$ cat src/rtl/softmax_row_max.sv
// Streaming row-maximum reducer for the softmax datapath: folds NUM-lane beats
// into one signed maximum per row and hands it downstream on a valid/ready port.
module softmax_row_max #(
  parameter int DATAWIDTH = 16,
  parameter int NUM       = 4,
  parameter int NUM_WORDS = 32
) (
  input  logic                 clk,
  input  logic                 rst,
  input  logic                 start,
  input  logic                 in_valid,
  output logic                 in_ready,
  input  logic [DATAWIDTH-1:0] in_data0,
  input  logic [DATAWIDTH-1:0] in_data1,
  input  logic [DATAWIDTH-1:0] in_data2,
  input  logic [DATAWIDTH-1:0] in_data3,
  output logic [DATAWIDTH-1:0] max_out,
  output logic                 max_valid,
  input  logic                 max_ready,
  output logic                 busy,
  output logic                 row_done
);

  localparam int BEATS = NUM_WORDS / NUM;
  localparam int CW    = (BEATS > 1) ? $clog2(BEATS) : 1;
  localparam logic [CW-1:0] LAST_BEAT = CW'(BEATS - 1);

  typedef enum logic [1:0] {
    ST_IDLE  = 2'd0,
    ST_ACCUM = 2'd1,
    ST_HOLD  = 2'd2
  } state_t;

  state_t                       state;
  state_t                       state_nxt;
  logic [CW-1:0]                beat_cnt;
  logic signed [DATAWIDTH-1:0]  run_max;
  logic signed [DATAWIDTH-1:0]  m01;
  logic signed [DATAWIDTH-1:0]  m23;
  logic signed [DATAWIDTH-1:0]  lane_max;
  logic                         beat_accept;
  logic                         last_beat;

  // Handshakes: a transfer happens on a rising edge where valid && ready are
  // both high. Both ready/valid outputs decode from state alone, so neither
  // in_valid nor max_ready can reach them combinationally.
  assign in_ready  = (state == ST_ACCUM);
  assign max_valid = (state == ST_HOLD);
  assign busy      = (state != ST_IDLE);
  assign row_done  = (state == ST_HOLD) && max_ready;
  assign max_out   = run_max;

  assign beat_accept = (state == ST_ACCUM) && in_valid;
  assign last_beat   = beat_accept && (beat_cnt == LAST_BEAT);

  // Two-level signed compare tree; ties keep either operand, the value is equal.
  always_comb begin
    m01      = ($signed(in_data0) > $signed(in_data1)) ? in_data0 : in_data1;
    m23      = ($signed(in_data2) > $signed(in_data3)) ? in_data2 : in_data3;
    lane_max = (m01 > m23) ? m01 : m23;
  end

  always_comb begin
    state_nxt = state;
    case (state)
      ST_IDLE:  if (start)     state_nxt = ST_ACCUM;
      ST_ACCUM: if (last_beat) state_nxt = ST_HOLD;
      ST_HOLD:  if (max_ready) state_nxt = ST_IDLE;
      default:                 state_nxt = ST_IDLE;
    endcase
  end

  always_ff @(posedge clk or posedge rst) begin
    if (rst) begin
      state <= ST_IDLE;
    end else begin
      state <= state_nxt;
    end
  end

  // Beat 0 loads the lane max directly so no sentinel is needed.
  always_ff @(posedge clk or posedge rst) begin
    if (rst) begin
      beat_cnt <= '0;
      run_max  <= '0;
    end else if ((state == ST_IDLE) && start) begin
      beat_cnt <= '0;
    end else if (beat_accept) begin
      beat_cnt <= last_beat ? '0 : beat_cnt + CW'(1);
      if (beat_cnt == '0) begin
        run_max <= lane_max;
      end else if (lane_max > run_max) begin
        run_max <= lane_max;
      end
    end
  end

endmodule

$ cat config.mk
export PLATFORM = sky130hd
export DESIGN_NAME = softmax_row_max
export DESIGN_NICKNAME = d
export VERILOG_FILES = /design/src/rtl/softmax_row_max.sv
export SDC_FILE = /design/constraint.sdc
export NUM_CORES = 1
export LEC_CHECK = 0
export CAP_MARGIN = 40
export CORE_AREA = 2 2 85 87
export CTS_BUF_LIST = sky130_fd_sc_hd__clkbuf_16
export CTS_CLUSTER_DIAMETER = 30
export DETAILED_ROUTE_END_ITERATION = 10
export DIE_AREA = 0 0 87 89
export GPL_TIMING_DRIVEN = 0
export PLACE_DENSITY = 0.85
export SLEW_MARGIN = 30
export SYNTH_ARGS = -nofsm -noshare
export SYNTH_HDL_FRONTEND = slang
export SYNTH_SLANG_ARGS = --single-unit
$ cat constraint.sdc
create_clock -name clk -period 8 [get_ports clk]
set_clock_uncertainty 0.2 [all_clocks]
set_input_delay 1.6 -clock clk [delete_from_list [all_inputs] [get_ports clk]]
set_output_delay 1.6 -clock clk [all_outputs]
set_load 0.02 [all_outputs]
==> metrics.txt, run 1 <==
Final ANT Viol Nets 0; antenna cells 0; VDD IR-drop max 0.220 mV; most frequent cells in the layout clkdlybuf4s50_1, ha_1, inv_1; Reg clk slew, reported paths around 0.060 ns; TritonCTS Buffers 3; post-synthesis cell area between 3000 and 4000 um^2; switching share of power 45.2%; Die X around 87 um; DRT Wirelength 11000 um; min-delay worst type reg -> reg; leading area contributor after synthesis ha_1; hold buffers post-CTS 0; share of post-route cells with drive strength above 1 20.3%; Combinational Power Share 77.0%; Sw Pwr 0.621 mW; crit path capture type flip-flop; Rows 30; drt pass-1 iters 5; DIE AREA 7740 um^2; critical path's slowest cell or4_4; Startpoint Class input port; Syn Nets 552; Syn Area/Cell 8.73 um^2; vias roughly 3600; vias in the first global route about 3600; Placed Instances 585; gr ovfl total 0; Final nets 653; htree depth 1; Core Footprint 6720 um^2; unique cell type count in the Yosys netlist 51; DRC 0; initial antenna violation count 0; sequential-to-total area share from yosys stat 14.5%; root buf cell clkbuf_16; yosys warns 0; met1 Use GR 32.3%; Final Hold Slack around 0.34 ns; Worst Path Required a little under 8 ns; grt met2 use 46.1%; Post-Synthesis Cells 416; Total Routing Usage GR 25.3%; flops & latches, synth 21; CP arrival 8.03 ns; synth top area cells ha_1, dfrtp_1, o41ai_2, inv_1, mux2_2; global-route wire length before repair roughly 16000 um; Die H 89 um; Reg power frac 15.1%; Leak approximately 2.4 nW; vias per cell 6.08; dpl hpwl 8470 um; status finished, violations left; CTS tree yes; WHS Path Cells 1; pwr dens 272 nW/um^2; Clock Sinks 21; max-slew violations 0; Hold Vio Cnt, Final 0; maximum fanout along the worst path 10; DR WL/cell 18.4 um; largest buffer count on any clock path 2; count of final setup violators 9; Synth top area share 23.1%; initial core utilization a little over half; RePlAce Congestion 0.919; leading cell type in the layout, fill and taps excluded clkdlybuf4s50_1; crit-path max cell delay about 0.55 ns; Slew @ Worst Pin 0.627 ns; failing checks negative setup slack; grt met3 use 3.23%; Layout Cells excl Fill 596; Max Cap Viol 0; fin crit period 8.08 ns; cell-internal power 0.753 mW; Fillers 438; WS Path Type in -> reg; clk_lat worst skew 0.26 ns; Max Clk Rate 124 MHz; final setup margin -0.0849 ns; Most Used Layer, Global Route met2; crit share post-route 101%; io pins 89; Worst Reg-to-Reg Cells 11; DR iter-0 viols 194; Clk pwr share 7.9%; Max transition margin 58.2%; Post-Place Setup Slack -0.678 ns; synth-to-layout area growth 39.1%; Tot Pwr 1.37 mW; largest net degree at the start of global routing 13; number of port buffers 88
per-layer routing:
layer	share of wire (%)	wire, um
met2	49	5350
met3	5.6	611
met1	44	4820
met5	0	0
met4	1.7	191
final timing paths:
check | start | end | slack (ns)
worst min-delay path | beat_cnt[2]$_DFFE_PP0P_ | beat_cnt[2]$_DFFE_PP0P_ | 0.34
max in group asynchronous | rst | max_out[11]$_DFFE_PP0P_ | 5.74
worst min register to register | beat_cnt[2]$_DFFE_PP0P_ | beat_cnt[2]$_DFFE_PP0P_ | 0.34
worst max-delay path | in_data1[14] | max_out[8]$_DFFE_PP0P_ | -0.08
min in group asynchronous | rst | max_out[12]$_DFFE_PP0P_ | 1.43
worst max register to register | max_out[13]$_DFFE_PP0P_ | max_out[8]$_DFFE_PP0P_ | 5.14
power groups by stage:
stage / registers, mW / logic [mW] / clock network, mW
after CTS: 0.207 / 0.926 / 0.110
after global placement: 0.207 / 0.880 / 0
after global routing: 0.215 / 1.14 / 0.112
after detailed placement: 0.208 / 0.912 / 0
final: 0.208 / 1.06 / 0.109
after floorplan: 0.248 / 0.594 / 0
critical path: cells and delay by family:
family / cells / cell delay (ns)
buffers and inverters: 7 / 1.46
AND/OR/NAND/NOR: 11 / 2.24
AO/OA/AOI/OAI: 5 / 0.96
multiplexers: 3 / 0.81
adder cells (fa/ha/maj): 3 / 0.92
logic make-up after synthesis:
kind of cell	share of synthesized area [%]
buf+inv	9.02
compound gates	18.4
fa+ha+maj	23.1
flops	14.5
simple gates	25.0
mux	9.99
final cells by class:
class | count | area (um^2) | share of cell area (%)
multi-input cells | 322 | 3010 | 59.6
well taps | 80 | 100 | 1.98
clock inverters | 1 | 5.00 | 0.0990
flip-flops and latches | 21 | 526 | 10.4
repair buffers | 96 | 961 | 19.0
inverters | 57 | 214 | 4.23
plain buffers | 16 | 163 | 3.22
clock buffers | 3 | 75.1 | 1.49
state kept, by name (all words and copies together), names as in the netlist:
register  flops
state         2
max_out      16
beat_cnt      3
synth_stat cells, drive strengths merged:
cell type	count
buf	9
o41ai	16
nand4b	1
and2b	1
and3b	2
nand3	26
o31a	1
a21oi	19
a21o	8
and2	3
and3	17
o211a	1
mux2i	16
a22o	5
nor2	9
nand4	11
nor2b	18
nor3	16
a221oi	1
a211oi	2
a31oi	3
inv	57
o21ai	15
or4	2
o211ai	2
a2111o	1
nand2b	3
clkbuf	7
dfrtp	21
nand2	15
nand3b	1
o21bai	3
nor3b	16
nor4	1
or2	1
or3	1
ha	67
mux2	17
o22ai	1
timing repair:
item	in CTS	in global routing
gates resized for setup	14	49
buffers inserted	0	7
pin swaps	2	12
setup endpoints to repair	16	16
per-stage QoR:
step / utilization, % / instance area (um^2) / setup TNS, ns
CTS: 70.8 / 4760 / 0
finish: 75.2 / 5050 / -0.623
global placement: 68.7 / 4610 / -7.31
detailed placement: 68.9 / 4630 / -9.51
global route: 75.2 / 5050 / -2.21
floorplan: - / 3630 / 0
No activity file was read; power rests on OpenSTA's default activity.
==> run 2, diff against run 1 <==
- CTS_CLUSTER_SIZE: not set -> 14
==> results of run 2 <==
Final layout, timing and power as in run 1 (identical DEF).
